[src/rtl/sync_fifo_fwft_if.sv]
// Handshake bundle for sync_fifo_fwft: write side, read side, occupancy and status flags.
// The FIFO connects through the slave modport and the producer/consumer through the master modport.
interface sync_fifo_fwft_if #(
    parameter int ADDR_WIDTH = 4,
    parameter int DATA_WIDTH = 16
);
    logic                  in_valid;
    logic [DATA_WIDTH-1:0] in_data;
    logic                  in_ready;
    logic                  out_valid;
    logic [DATA_WIDTH-1:0] out_data;
    logic                  out_ready;
    logic [ADDR_WIDTH:0]   count;
    logic                  almost_full;
    logic                  almost_empty;
    logic                  overflow;
    logic                  underflow;

    modport master (
        output in_valid, in_data, out_ready,
        input  in_ready, out_valid, out_data, count,
               almost_full, almost_empty, overflow, underflow
    );

    modport slave (
        input  in_valid, in_data, out_ready,
        output in_ready, out_valid, out_data, count,
               almost_full, almost_empty, overflow, underflow
    );
endinterface

[src/rtl/sync_fifo_fwft.sv]
// First-word-fall-through FIFO: a (DEPTH-1)-word ring plus a registered head word.
// Defining SYNC_FIFO_FWFT_ERR_FLAGS_EN compiles the sticky overflow/underflow flags.
module sync_fifo_fwft #(
    parameter int ADDR_WIDTH    = 4,
    parameter int DATA_WIDTH    = 16,
    parameter int AFULL_THRESH  = (2**ADDR_WIDTH) - 2,
    parameter int AEMPTY_THRESH = 2
) (
    input  logic             clk_i,
    input  logic             rst_i,
    input  logic             clr_i,
    sync_fifo_fwft_if.slave  f
);
    localparam int                  DEPTH    = 2**ADDR_WIDTH;
    localparam int                  CW       = ADDR_WIDTH + 1;
    localparam logic [ADDR_WIDTH:0] DEPTH_C  = CW'(DEPTH);
    localparam logic [ADDR_WIDTH-1:0] LAST_IDX = ADDR_WIDTH'(DEPTH - 2);

    logic [DATA_WIDTH-1:0] mem_q [DEPTH-1];
    logic [ADDR_WIDTH:0]   wr_ptr_q, wr_ptr_d;
    logic [ADDR_WIDTH:0]   rd_ptr_q, rd_ptr_d;
    logic [ADDR_WIDTH:0]   count_q, count_d;
    logic                  out_valid_q, out_valid_d;
    logic [DATA_WIDTH-1:0] out_data_q, out_data_d;
    logic                  push, pop, arr_empty, load;

    // Ring index runs 0..DEPTH-2; the MSB toggles on each wrap to tell full from empty.
    function automatic logic [ADDR_WIDTH:0] ptr_inc(input logic [ADDR_WIDTH:0] p);
        if (p[ADDR_WIDTH-1:0] == LAST_IDX) begin
            return {~p[ADDR_WIDTH], {ADDR_WIDTH{1'b0}}};
        end
        return {p[ADDR_WIDTH], p[ADDR_WIDTH-1:0] + ADDR_WIDTH'(1)};
    endfunction

    assign f.in_ready     = (count_q != DEPTH_C);
    assign push           = f.in_valid && f.in_ready;
    assign pop            = out_valid_q && f.out_ready;
    assign arr_empty      = (wr_ptr_q == rd_ptr_q);
    assign load           = (!out_valid_q || pop) && !arr_empty;

    assign f.out_valid    = out_valid_q;
    assign f.out_data     = out_data_q;
    assign f.count        = count_q;
    assign f.almost_full  = (int'(count_q) >= AFULL_THRESH);
    assign f.almost_empty = (int'(count_q) <= AEMPTY_THRESH);

    always_comb begin
        wr_ptr_d    = wr_ptr_q;
        rd_ptr_d    = rd_ptr_q;
        count_d     = count_q;
        out_valid_d = out_valid_q;
        out_data_d  = out_data_q;
        if (clr_i) begin
            wr_ptr_d    = '0;
            rd_ptr_d    = '0;
            count_d     = '0;
            out_valid_d = 1'b0;
        end else begin
            if (push) begin
                wr_ptr_d = ptr_inc(wr_ptr_q);
            end
            if (load) begin
                rd_ptr_d    = ptr_inc(rd_ptr_q);
                out_data_d  = mem_q[rd_ptr_q[ADDR_WIDTH-1:0]];
                out_valid_d = 1'b1;
            end else if (pop) begin
                out_valid_d = 1'b0;
            end
            case ({push, pop})
                2'b10:   count_d = count_q + CW'(1);
                2'b01:   count_d = count_q - CW'(1);
                default: count_d = count_q;
            endcase
        end
    end

    always_ff @(posedge clk_i or posedge rst_i) begin
        if (rst_i) begin
            wr_ptr_q    <= '0;
            rd_ptr_q    <= '0;
            count_q     <= '0;
            out_valid_q <= 1'b0;
            out_data_q  <= '0;
        end else begin
            wr_ptr_q    <= wr_ptr_d;
            rd_ptr_q    <= rd_ptr_d;
            count_q     <= count_d;
            out_valid_q <= out_valid_d;
            out_data_q  <= out_data_d;
        end
    end

    // Storage array carries no reset; only pointers decide what is valid.
    always_ff @(posedge clk_i) begin
        if (push && !clr_i) begin
            mem_q[wr_ptr_q[ADDR_WIDTH-1:0]] <= f.in_data;
        end
    end

`ifdef SYNC_FIFO_FWFT_ERR_FLAGS_EN
    logic overflow_q, overflow_d;
    logic underflow_q, underflow_d;

    always_comb begin
        overflow_d  = overflow_q;
        underflow_d = underflow_q;
        if (clr_i) begin
            overflow_d  = 1'b0;
            underflow_d = 1'b0;
        end else begin
            if (f.in_valid && !f.in_ready) overflow_d = 1'b1;
            if (f.out_ready && !out_valid_q) underflow_d = 1'b1;
        end
    end

    always_ff @(posedge clk_i or posedge rst_i) begin
        if (rst_i) begin
            overflow_q  <= 1'b0;
            underflow_q <= 1'b0;
        end else begin
            overflow_q  <= overflow_d;
            underflow_q <= underflow_d;
        end
    end

    assign f.overflow  = overflow_q;
    assign f.underflow = underflow_q;
`else
    assign f.overflow  = 1'b0;
    assign f.underflow = 1'b0;
`endif
endmodule

[src/flat_wrapper.sv]
// flat-port wrapper written by rule: the top's interface ports become plain ports
module sync_fifo_fwft_flat 
#(
    parameter int ADDR_WIDTH    = 4,
    parameter int DATA_WIDTH    = 16,
    parameter int AFULL_THRESH  = (2**ADDR_WIDTH) - 2,
    parameter int AEMPTY_THRESH = 2
)
  (clk_i, rst_i, clr_i, f_in_valid, f_in_data, f_out_ready, f_in_ready, f_out_valid, f_out_data, f_count, f_almost_full, f_almost_empty, f_overflow, f_underflow);
  sync_fifo_fwft_if #(.ADDR_WIDTH(ADDR_WIDTH), .DATA_WIDTH(DATA_WIDTH)) f_i ();
  input  logic clk_i;
  input  logic rst_i;
  input  logic clr_i;
  input wire logic [$bits(f_i.in_valid)-1:0] f_in_valid;
  input wire logic [$bits(f_i.in_data)-1:0] f_in_data;
  input wire logic [$bits(f_i.out_ready)-1:0] f_out_ready;
  output wire logic [$bits(f_i.in_ready)-1:0] f_in_ready;
  output wire logic [$bits(f_i.out_valid)-1:0] f_out_valid;
  output wire logic [$bits(f_i.out_data)-1:0] f_out_data;
  output wire logic [$bits(f_i.count)-1:0] f_count;
  output wire logic [$bits(f_i.almost_full)-1:0] f_almost_full;
  output wire logic [$bits(f_i.almost_empty)-1:0] f_almost_empty;
  output wire logic [$bits(f_i.overflow)-1:0] f_overflow;
  output wire logic [$bits(f_i.underflow)-1:0] f_underflow;
  assign f_i.in_valid = f_in_valid;
  assign f_i.in_data = f_in_data;
  assign f_i.out_ready = f_out_ready;
  assign f_in_ready = f_i.in_ready;
  assign f_out_valid = f_i.out_valid;
  assign f_out_data = f_i.out_data;
  assign f_count = f_i.count;
  assign f_almost_full = f_i.almost_full;
  assign f_almost_empty = f_i.almost_empty;
  assign f_overflow = f_i.overflow;
  assign f_underflow = f_i.underflow;
  sync_fifo_fwft #(.ADDR_WIDTH(ADDR_WIDTH), .DATA_WIDTH(DATA_WIDTH), .AFULL_THRESH(AFULL_THRESH), .AEMPTY_THRESH(AEMPTY_THRESH)) u_core (.clk_i(clk_i), .rst_i(rst_i), .clr_i(clr_i), .f(f_i));
endmodule
[config.mk]
export PLATFORM = sky130hd
export DESIGN_NAME = sync_fifo_fwft_flat
export DESIGN_NICKNAME = d
export VERILOG_FILES = /design/src/rtl/sync_fifo_fwft_if.sv /design/src/rtl/sync_fifo_fwft.sv /design/src/flat_wrapper.sv
export SDC_FILE = /design/constraint.sdc
export NUM_CORES = 1
export LEC_CHECK = 0
export ABC_AREA = 1
export CAP_MARGIN = 30
export CORE_AREA = 2 2 170 172
export CTS_CLUSTER_SIZE = 16
export DETAILED_ROUTE_END_ITERATION = 16
export DIE_AREA = 0 0 172 174
export PLACE_DENSITY_LB_ADDON = 0.15
export SLEW_MARGIN = 15
export SYNTH_ARGS = -nofsm -noshare
export SYNTH_HDL_FRONTEND = slang
export SYNTH_SLANG_ARGS = --single-unit
[constraint.sdc]
create_clock -name clk_i -period 2.1 [get_ports clk_i]
set_input_delay 0.42 -clock clk_i [delete_from_list [all_inputs] [get_ports clk_i]]
set_output_delay 0.42 -clock clk_i [all_outputs]
set_load 0.01 [all_outputs]
==> qor.yml, run 1 <==
finalInstanceArea_sq_mm: 0.0135
ir_drop_mv: 0.743
synth_seq_cells: 272
root_buffer: "clkbuf_16"
yosysWarnings: 0
routed_wl_mm: 27.6
cts_buffers: 29
power.density_mw_per_mm2: 1210
cp.arrival_ns: 1.59
synth_top_family_by_area: "simple AND/OR/NAND/NOR gates"
cts-htree-levels: 1
synth_top_area_share_pct: 64.7
grt_util_all_layers_pct: 18.8
min_period_ns: 2.01
synth_enable_flop_cells: 240
status: "complete, no violations"
portBuffers: 45
yosysTopAreaCell: "edfxtp_1"
final_cell_mix: "edfxtp_1 (240), nand2_1 (152), nor2_1 (106)"
synthAdderAreaFrac_pct: 0.449
ys_types: 35
die_h_um: 174
clk_pin_slew_ns: 0.07
boundaryPins: 48
drtIter0Drc: 769
finalMaxSlewViolations: 0
dp_hpwl_mm: 17.5
tightest_slew_ns: 0.738
fmax_mhz: 498
yosysSeqAreaShare_pct: 71.9
synthCells: 915
hp-class: "primary input to async pin"
syn_area_per_cell_sq_um: 12.2
fin_crit_sh_pct: 95.6
vias: 7153
clk_latency_ns: 0.54
path_depth: 1
yosys.area_share.xor_xnor_pct: 0.708
finalSetupViolations: 0
cts_sinks: 272
cp_slowest_stage_delay_ns: 0.58
gr-max-usage-layer: "met2"
die_x_um: 172
grtUsageMet3_pct: 2.50
crit_family: "buffers and inverters"
fin_ws_ns: 0.0934
grt_util_met2_pct: 28.7
utilization_pct: 47.7
r2r_slack_ns: 0.22
r2r_start: "u_core.rd_ptr_q[0]$_DFFE_PP0P_"
grt_pass1_vias: 7157
cp_slowest_cell: "clkdlybuf4s50_1"
drc_errors: 0
p_total_w: 0.0163
synthMuxAreaShare_pct: 0
synth.cell_area_sq_mm: 0.0111
grt_pass1_wl_mm: 42.3
dieArea_sq_mm: 0.0299
rr_worst_depth: 8
start_util_pct: 39.4
rows: 62
grt_max_degree: 60
cp.buffers_inverters: 1
via_per_inst: 5.09
cp_data_required_time_ns: 1.68
startpoint_type: "flip-flop"
wire_per_inst_um: 19.6
fin_skew_ns: 0.0130
synth_compound_area_share_pct: 9.91
crit_type: "flip-flop to primary output"
drive_gt1_share_pct: 14.2
nNetsFinal: 1023
leakage_nw: 4.84
slew_headroom_pct: 50.6
antenna_found_initial: 0
critPathCapture: "f_count[4]"
cp_cell_sequence: "clkdlybuf4s50_1"
layout_commonest_cell: "edfxtp_1"
async_flop_share_pct: 11.8
worst_setup_path_end_kind: "primary output"
grt.met1_usage_pct: 28.6
hold_viol: 0
crit_fanout: 5
cts_buffer_depth: 3
dpl_cell_area_sq_mm: 0.0125
synthSimpleGateAreaFrac_pct: 13.2
grt_overflow: 0
cts_hold_buffers: 0
cts_tree: "built"
drv_cap: 0
setup.worst_path.start: "u_core.f.count[4]$_DFFE_PP0P_"
rsz0062_at_grt: "false"
place_ws_ns: -0.0245
core_sq_mm: 0.0282
area_growth_pct: 21.1
dr.pass1.iters: 5
synth_top_flop_cell: "edfxtp_1"
gp_congestion: 0.862
synth.area.top_cells: "edfxtp_1 (65%), dfrtp_1 (7.2%), nand2_1 (5.1%), o21ai_0 (4.2%), nor2_1 (4.1%)"
r2r-end: "u_core.rd_ptr_q[2]$_DFFE_PP0P_"
ant_nets: 0
[how the worst min path moves through the flow]
stage	from	end	slack (ns)	cells past startpoint
6_report	rst_i	u_core.rd_ptr_q[0]$_DFFE_PP0P_	0.26	2
3_3_place_gp	u_core.f.out_data[4]$_DFFE_PP0P_	u_core.f.out_data[4]$_DFFE_PP0P_	0.46	2
4_1_cts	rst_i	u_core.rd_ptr_q[0]$_DFFE_PP0P_	0.27	2
5_1_grt	rst_i	u_core.rd_ptr_q[0]$_DFFE_PP0P_	0.33	2
3_5_place_dp	u_core.f.out_data[4]$_DFFE_PP0P_	u_core.f.out_data[4]$_DFFE_PP0P_	0.46	2
2_1_floorplan	u_core.wr_ptr_q[4]$_DFFE_PP0P_	u_core.wr_ptr_q[4]$_DFFE_PP0P_	0.48	1
[sequential cells by signal (all words and copies together), names as in the netlist]
name                count
u_core.f.out_data      16
u_core.wr_ptr_q         5
u_core.f.count          5
u_core.f.out_valid      1
u_core.mem_q          240
u_core.rd_ptr_q         5
[synthesized netlist by cell type, drive strengths merged, types with 2 or more instances]
| cell | count |
|---|---|
| ha | 4 |
| dfrtp | 32 |
| nor2 | 122 |
| nand4 | 2 |
| clkbuf | 19 |
| xnor2 | 5 |
| nand3 | 56 |
| o22ai | 42 |
| nand2 | 165 |
| buf | 36 |
| o211ai | 16 |
| a21oi | 21 |
| nor3 | 4 |
| o21ai | 110 |
| o221ai | 6 |
| xor2 | 4 |
| edfxtp | 240 |
| inv | 28 |
[logic make-up after synthesis]
family	count (synthesis)
AO/OA/AOI/OAI	196
XOR/XNOR	9
AND/OR/NAND/NOR	349
buffers and inverters	84
adder cells (fa/ha/maj)	4
flip-flops	272
other	1
[layer usage]
metal	part of all wire (%)	vias up
li1	-	3450
met1	48	3450
met2	44	214
met3	5.3	39
met4	2.0	0
met5	0	-
[where the power goes]
group,internal (W),switching (W)
Sequential,0.00616,0.000177
Combinational,0.00173,0.00315
Clock,0.00300,0.00205
[metrics by stage]
stage | setup TNS, ns | hold WS (ns) | std cells
global placement | -0.308 | 0.465 | 1351
floorplan | -15.11 | 0.478 | 916
global route | 0 | 0.335 | 1404
finish | 0 | 0.259 | 1405
CTS | 0 | 0.270 | 1404
detailed placement | -0.952 | 0.464 | 1351
[area by class of cell]
class | instances | area [sq um]
flip-flops and latches | 272 | 8010
clock buffers | 30 | 729
repair buffers | 106 | 1170
diodes | 1 | 2.50
inverters | 29 | 115
fillers | 2559 | 14800
well taps | 384 | 480
multi-input cells | 560 | 2750
clock inverters | 23 | 221
[what timing repair did]
action,CTS,global route
buffers inserted,0,0
resized for setup,5,0
endpoints found under the setup margin,3,0
Note: power is estimated with default switching activity, not from simulation.
==> run 2, diff against run 1 <==
- SKIP_LAST_GASP: not set -> 1
==> results of run 2 <==
The final DEF is identical to that of run 1; final timing and power are the same.
==> run 3, diff against run 2 <==
- TNS_END_PERCENT: not set -> 1
- clock period: 2.1 -> 2.5 ns (I/O delays scaled with it)
==> run 3 against run 2 <==
- die area is the same
- global-route usage grew 0.16 points
- total power is 18% lower
- clock power down 21%
- worst hold slack better by 0.11 ns
- sequential cell count unchanged
- non-clock buffer count shrank 4
- critical path type unchanged
- largest power group unchanged
- highest routed layer unchanged
==> qor.yml, run 3 (synthesis gave the netlist of run 1 again) <==
status: "complete, no violations"
portBuffers: 45
nNetsFinal: 1019
clk_latency_ns: 0.54
tightest_slew_ns: 0.757
leakage_nw: 4.74
cp_slowest_cell: "clkdlybuf4s50_1"
die_h_um: 174
gp_congestion: 0.828
cts_buffers: 29
grt_util_all_layers_pct: 18.9
drive_gt1_share_pct: 13.1
utilization_pct: 46.7
grt_overflow: 0
fin_skew_ns: 0.00959
cp_cell_sequence: "nor2_2 > nand2_1 > a21oi_1 > clkdlybuf4s50_1"
place_ws_ns: -0.0474
clk_pin_slew_ns: 0.06
die_x_um: 172
grt_pass1_wl_mm: 42.5
grt_pass1_vias: 6972
fin_crit_sh_pct: 95.8
cts-htree-levels: 1
drc_errors: 0
slew_headroom_pct: 49.4
fmax_mhz: 417
final_cell_mix: "edfxtp_1 (240), nand2_1 (152), nor2_1 (106)"
drv_cap: 0
cp_data_required_time_ns: 2.00
cts_sinks: 272
largest_reg_flops: 240
drtIter0Drc: 675
cp.arrival_ns: 1.90
layout_commonest_cell: "edfxtp_1"
ir_drop_mv: 0.534
finalSetupViolations: 0
hp-class: "primary input to async pin"
n_fill_cell: 2631
rows: 62
antenna_found_initial: 0
min_period_ns: 2.40
finalMaxSlewViolations: 0
wire_per_inst_um: 20.0
worst_setup_path_end_kind: "primary output"
boundaryPins: 48
rsz0062_at_grt: "false"
ant_nets: 0
vias: 7225
crit_fanout: 7
via_per_inst: 5.16
cts_hold_buffers: 0
post_cts_buffers: 0
p_total_w: 0.0133
grt_max_degree: 87
root_buffer: "clkbuf_16"
crit_type: "flip-flop to primary output"
startpoint_type: "flip-flop"
fin_ws_ns: 0.104
dieArea_sq_mm: 0.0299
cts-resized-gates: 0
area_growth_pct: 18.4
power.density_mw_per_mm2: 1010
cts_tree: "built"
hold_viol: 0
routed_wl_mm: 28.0
cts_buffer_depth: 3
start_util_pct: 39.4
dp_hpwl_mm: 18.3
cp_slowest_stage_delay_ns: 0.54
core_sq_mm: 0.0282
antenna_cells: 0
dr.pass1.iters: 5
==> run 3: changes by cell type in the layout (fill, tap and decap cells not counted), sizes merged, moves of 3 or more <==
cell           previous run  this run
buf                      61        57
dlygate4sd2               3         0
clkbuf                   30        35
clkdlybuf4s50            42        45
==> run 3: path summary, 6_finish.rpt <==
| kind | start | to | slack [ns] | cells past startpoint |
|---|---|---|---|---|
| min in group clk_i | u_core.f.out_data[6]$_DFFE_PP0P_ | u_core.f.out_data[6]$_DFFE_PP0P_ | 0.47 | 2 |
| min reg2reg | u_core.f.out_data[6]$_DFFE_PP0P_ | u_core.f.out_data[6]$_DFFE_PP0P_ | 0.47 | 2 |
| max in group asynchronous | rst_i | u_core.rd_ptr_q[0]$_DFFE_PP0P_ | 1.81 | 3 |
| max reg2reg | u_core.f.count[1]$_DFFE_PP0P_ | u_core.mem_q[0][0]$_DFFE_PP_ | 0.24 | 7 |
| min | rst_i | u_core.f.out_data[14]$_DFFE_PP0P_ | 0.36 | 3 |
| max | u_core.f.count[2]$_DFFE_PP0P_ | f_almost_empty | 0.10 | 4 |
==> run 3: critical path, delay by kind of cell, from the launching register on <==
| kind | cells | cell delay, ns |
|---|---|---|
| AOI/OAI and AO/OA | 1 | 0.11 |
| buffers and inverters | 1 | 0.54 |
| DFF | 1 | 0.47 |
| and+or+nand+nor | 2 | 0.24 |
==> run 3: through the flow <==
step           cell area (sq um)  hold WS, ns  instances  TNS (ns)
2_1_floorplan              11100        0.478        916         0
3_3_place_gp               12300        0.465       1347     -3.26
3_5_place_dp               12300        0.466       1347     -1.31
4_1_cts                    13200        0.375       1399         0
5_1_grt                    13200        0.395       1399         0
6_report                   13200        0.364       1399         0
==> run 3: area by class of cell <==
cell class | count | area [sq um] | share of cell area, %
repair buffers | 102 | 941 | 7.14
multi-input cells | 560 | 2750 | 20.9
clock buffers | 35 | 748 | 5.68
inverters | 29 | 115 | 0.874
flip-flops and latches | 272 | 8010 | 60.8
clock inverters | 17 | 128 | 0.968
well taps | 384 | 480 | 3.65
==> run 3: routing by layer <==
| layer | wire, um | vias to the layer above | share of wire (%) | GRT usage, % |
|---|---|---|---|---|
| met1 | 13500 | 3555 | 48 | 29.4 |
| li1 | - | 3432 | - | - |
| met5 | 0 | - | 0 | 0 |
| met4 | 405 | 0 | 1.4 | 3.89 |
| met2 | 12500 | 213 | 45 | 28.6 |
| met3 | 1560 | 25 | 5.6 | 2.44 |
==> run 3: report_power, final <==
part | switching, W | leakage [nW] | internal, W
sequential | 0.000177 | 2.57 | 0.00518
combinational | 0.00255 | 1.75 | 0.00136
clock | 0.00169 | 0.420 | 0.00231
==> edit 1 (config.mk and constraints of run 1) <==
Add a define of `SYNC_FIFO_FWFT_ERR_FLAGS_EN`.
--- a/src/rtl/sync_fifo_fwft.sv
+++ b/src/rtl/sync_fifo_fwft.sv
@@ -1,5 +1,7 @@
 // First-word-fall-through FIFO: a (DEPTH-1)-word ring plus a registered head word.
 // Defining SYNC_FIFO_FWFT_ERR_FLAGS_EN compiles the sticky overflow/underflow flags.
+`define SYNC_FIFO_FWFT_ERR_FLAGS_EN
+
 module sync_fifo_fwft #(
     parameter int ADDR_WIDTH    = 4,
     parameter int DATA_WIDTH    = 16,
Behaviour: not the same (Yosys sat finds a counterexample within 4 cycles, from zero or initial values and one cycle with rst_i high).
==> edit 1 against run 1 <==
  * Power up 1.9%
  * Final area grew 0.35%
  * Clock power shrank 4%
  * Final cell count rose by 0.43%
  * Synthesized area decreased by 0.33%
  * Die area unchanged
  * Sequential cell count increased by 2
  * Sequential power is 1% higher
  * Worst setup slack worse by 0.021 ns
  * Utilization rose by 0.17 points
  * Wire length is 1.9% lower
  * Highest routed layer unchanged
==> edit 1: results (changes against run 1) <==
{| class="wikitable"
! Metric !! Value
|-
| Leading post-synthesis cells by instance count || 240 x edfxtp_1, 153 x nand2_1, 121 x nor2_1 (was 240 x edfxtp_1, 152 x nand2_1, 121 x nor2_1)
|-
| Wire length of the first global-routing pass || 41.6 mm (was 42.3 mm)
|-
| Transition time of the tightest slew-check pin || 0.634 ns (was 0.738 ns)
|-
| Psw || 5.72 mW (was 5.38 mW)
|-
| Critical path origin || u_core.f.count[1] (was u_core.f.count[4])
|-
| Cell leakage power || 4.88 nW (was 4.84 nW)
|-
| Area contributors post-synth || edfxtp_1 65%, dfrtp_1 7.7%, nand2_1 5.2%, o21ai_0 4.7%, nor2_1 4.1% (was edfxtp_1 65%, dfrtp_1 7.2%, nand2_1 5.1%, o21ai_0 4.2%, nor2_1 4.1%)
|-
| Ys async rst share || 12.4% (was 11.8%)
|-
| Vias in the first global route || 7,032 (was 7,157)
|-
| Clk_skew || 0.0186 ns (was 0.0130 ns)
|-
| Routed length per placed instance || 19.2 µm (was 19.6 µm)
|-
| Critical path peak fanout || 7 (was 5)
|-
| Met2 routing resource usage after global routing || 28.1% (was 28.7%)
|-
| Overall track demand over capacity in global routing || 18.2% (was 18.8%)
|-
| Count of input and output buffers || 47 (was 45)
|-
| Nets@finish || 1,030 (was 1,023)
|-
| Met1 usage in global routing || 27.5% (was 28.6%)
|-
| Run status || finished, final reports clean (unchanged)
|-
| Worst VDD drop || 668 µV (was 743 µV)
|-
| Hpwl dp || 17.6 mm (was 17.5 mm)
|-
| Share of post-route cells with drive strength above 1 || 13.9% (was 14.2%)
|-
| Violation count after the first detailed-route iteration || 670 (was 769)
|-
| Xor/xnor share of the synthesized area || 0.631% (was 0.708%)
|-
| Non-filler cells in the finished layout || 1,411 (was 1,405)
|-
| Layout overhead on the synthesized area || 21.9% (was 21.1%)
|-
| Post-DR vias/cell || 5.08 (was 5.09)
|-
| Number of fillers in the final layout || 2,592 (was 2,559)
|-
| Crit-path max cell delay || 0.54 ns (was 0.58 ns)
|}
## edit 1: power by group through the flow
stage / Sequential [mW] / Combinational (mW) / Clock [mW]
after CTS: 6.41 / 5.33 / 4.97
after global routing: 6.45 / 5.91 / 5.19
final: 6.41 / 5.30 / 4.87
after floorplan: 6.58 / 3.04 / 0
after global placement: 6.52 / 5.33 / 0
after detailed placement: 6.52 / 5.32 / 0
## edit 1: path summary, 6_finish.rpt
path / endpoint / slack, ns / cells past startpoint
setup / recovery: f_count[1] / 0.07 / 2
hold / removal: u_core.wr_ptr_q[1] / 0.24 / 2
setup reg to reg: u_core.f.out_data[8] / 0.20 / 8
hold reg to reg: u_core.f.out_data[12] / 0.48 / 2
max in group asynchronous: u_core.f.out_data[10] / 1.34 / 3
min in group clk_i: u_core.f.out_data[12] / 0.48 / 2
## edit 1: timing repair
| item | in CTS | in global routing |
|---|---|---|
| hold endpoints to repair | 0 | 0 |
| gates resized for setup | 4 | 5 |
| pin swaps | 0 | 1 |
| endpoints found under the setup margin | 3 | 6 |
| setup buffers | 0 | 0 |
## edit 1: layer usage
layer | vias to the layer above | wire [µm]
li1 | 3474 | -
met1 | 3480 | 13100
met3 | 36 | 1310
met5 | - | 0
met4 | 0 | 423
met2 | 181 | 12200
## edit 1: cells by family after synthesis
group                    Yosys count
multiplexers                       1
adder cells (fa/ha/maj)            4
AO/OA/AOI/OAI                    190
XOR/XNOR                           8
AND/OR/NAND/NOR                  354
flip-flops                       274
buffers and inverters             78
## edit 1: layout make-up
cell class	count	area share, %
Multi-Input combinational cell	557	20.3
Clock buffer	42	6.18
Inverter	26	0.758
Timing Repair Buffer	116	9.01
Clock inverter	12	0.638
Sequential cell	274	59.6
Tap cell	384	3.55
==> edit 2 (config.mk and constraints of run 1) <==
Without the edit above. `out_data_q` no longer has a reset.
--- a/src/rtl/sync_fifo_fwft.sv
+++ b/src/rtl/sync_fifo_fwft.sv
@@ -80,14 +80,16 @@
             rd_ptr_q    <= '0;
             count_q     <= '0;
             out_valid_q <= 1'b0;
-            out_data_q  <= '0;
         end else begin
             wr_ptr_q    <= wr_ptr_d;
             rd_ptr_q    <= rd_ptr_d;
             count_q     <= count_d;
             out_valid_q <= out_valid_d;
-            out_data_q  <= out_data_d;
         end
+    end
+
+    always_ff @(posedge clk_i) begin
+        out_data_q <= out_data_d;
     end
 
     // Storage array carries no reset; only pointers decide what is valid.
Check against the original RTL: differs if rst_i is asserted again (counterexample within 4 cycles, from zero or initial values and one cycle with rst_i high); with rst_i held inactive, the same outputs for 4 cycles.
==> edit 2 against run 1 <==
  * Clock power barely moved
  * First-iteration DRC count fell by 35%
  * Final area shrank 0.80%
  * Power down 8.4%
  * Count of clock-buffer cells in the layout increased by 5
  * Via count down 2.5%
  * Critical path depth up 1
  * Die area is the same
  * Sequential cell count is the same
  * Worst setup slack got worse by 0.017 ns
  * Critical path type unchanged
  * Synthesized area decreased by 1.9%
  * Wire length is 1.3% lower
  * Worst hold slack got worse by 0.078 ns
==> edit 2: results (changes against run 1) <==
{| class="wikitable"
! Metric !! Value
|-
| Run status || finished, final reports clean (unchanged)
|-
| Hpwl dp || 17.2 mm (was 17.5 mm)
|-
| Wire length of the first global-routing pass || 42.0 mm (was 42.3 mm)
|-
| CTS Buf Count || 30 (was 29)
|-
| Count of antenna diodes in the layout || 0 (was 1)
|-
| Placement Cell Area || 12,400 µm² (was 12,500 µm²)
|-
| Overall track demand over capacity in global routing || 18.7% (was 18.8%)
|-
| Violation count after the first detailed-route iteration || 501 (was 769)
|-
| Number of fillers in the final layout || 2,614 (was 2,559)
|-
| R2r setup slk || 0.17 ns (was 0.22 ns)
|-
| Maximum number of pins on one net before global-route repair || 82 (was 60)
|-
| Crit-path max cell delay || 0.54 ns (was 0.58 ns)
|-
| Gp weighted congestion || 0.793 (was 0.862)
|-
| Met2 routing resource usage after global routing || 29.9% (was 28.7%)
|-
| Leading post-synthesis cells by instance count || 256 x edfxtp_1, 140 x nor2_1, 103 x o21ai_0 (was 240 x edfxtp_1, 152 x nand2_1, 121 x nor2_1)
|-
| Placed cell count || 1,302 (was 1,351)
|-
| Cell leakage power || 4.66 nW (was 4.84 nW)
|-
| Routed length per placed instance || 20.1 µm (was 19.6 µm)
|-
| Transition time of the tightest slew-check pin || 0.675 ns (was 0.738 ns)
|-
| Sequential element share of the synthesized area || 74.0% (was 71.9%)
|-
| Worst VDD drop || 556 µV (was 743 µV)
|-
| Count of flip-flops with a built-in enable after synthesis || 256 (was 240)
|-
| Post-DR vias/cell || 5.14 (was 5.09)
|-
| Clk_skew || 0.0122 ns (was 0.0130 ns)
|-
| Via count || 6,971 (was 7,153)
|-
| Met1 usage in global routing || 26.9% (was 28.6%)
|-
| Ys async rst share || 5.88% (was 11.8%)
|}
[edit 2: worst register-to-register path: stages, from the launching register on]
cell and delay (ns):
dfrtp_4 0.56, inv_4 0.20, buf_4 0.34, nor2_1 0.08, nor3_1 0.22, o21ai_1 0.16, a21oi_1 0.21
[edit 2: worst max path at each step]
stage | start | to | slack, ns
2_1_floorplan | u_core.f.count[1] | u_core.mem_q[0][0] | -0.10
3_3_place_gp | f_in_valid | u_core.mem_q[0][5] | -0.12
3_5_place_dp | f_in_valid | u_core.mem_q[0][2] | -0.13
4_1_cts | u_core.f.count[2] | f_almost_full | 0.02
5_1_grt | u_core.f.count[1] | f_count[1] | 0.003
6_report | u_core.f.count[1] | f_count[1] | 0.08
[edit 2: what timing repair did]
action	4_1_cts	5_1_grt
setup endpoints to repair	3	3
pin swaps	0	1
resized for setup	4	4
[edit 2: area by class of cell]
cell class	count	area, µm²	area share, %
Clock buffer	35	791	5.91
Clock inverter	18	155	1.16
Inverter	28	108	0.804
Multi-Input combinational cell	503	2530	19.0
Sequential cell	272	8090	60.5
Tap cell	384	480	3.59
Timing Repair Buffer	115	1210	9.07
[edit 2: power by group]
part           switching (mW)  leakage, nW  internal [mW]
registers               0.132         2.53           6.26
logic                    2.13         1.66           1.33
clock network            2.03        0.469           3.02
total                    4.29         4.66           10.6
[edit 2: metrics by stage]
stage          TNS, ns  utilization, %  worst slack (ns)  hold slack [ns]
6_report             0            47.4            0.0764            0.181
5_1_grt              0            47.4           0.00333            0.193
4_1_cts              0            47.3            0.0212            0.170
3_5_place_dp    -10.99            44.0            -0.130            0.534
3_3_place_gp     -8.83            44.0            -0.118            0.524
2_1_floorplan    -9.56               -            -0.102            0.334
[edit 2: routing by layer]
metal | vias to the layer above | share of wire [%]
met2 | 177 | 47
met4 | 0 | 1.6
met5 | - | 0
li1 | 3317 | -
met3 | 34 | 5.1
met1 | 3443 | 46
[edit 2: cell families (layout without fill, tap and decap cells)]
kind of cell               Yosys count  after routing  share of synthesized area, %
and+or+nand+nor                    287            287                          10.8
DFF                                272            272                          74.0
AOI/OAI and AO/OA                  204            204                          11.0
buffers and inverters               76            196                          3.20
xor gates and xnor gates             6              6                         0.481
adders and majority gates            4              4                         0.458
other                                1              2                        0.0343
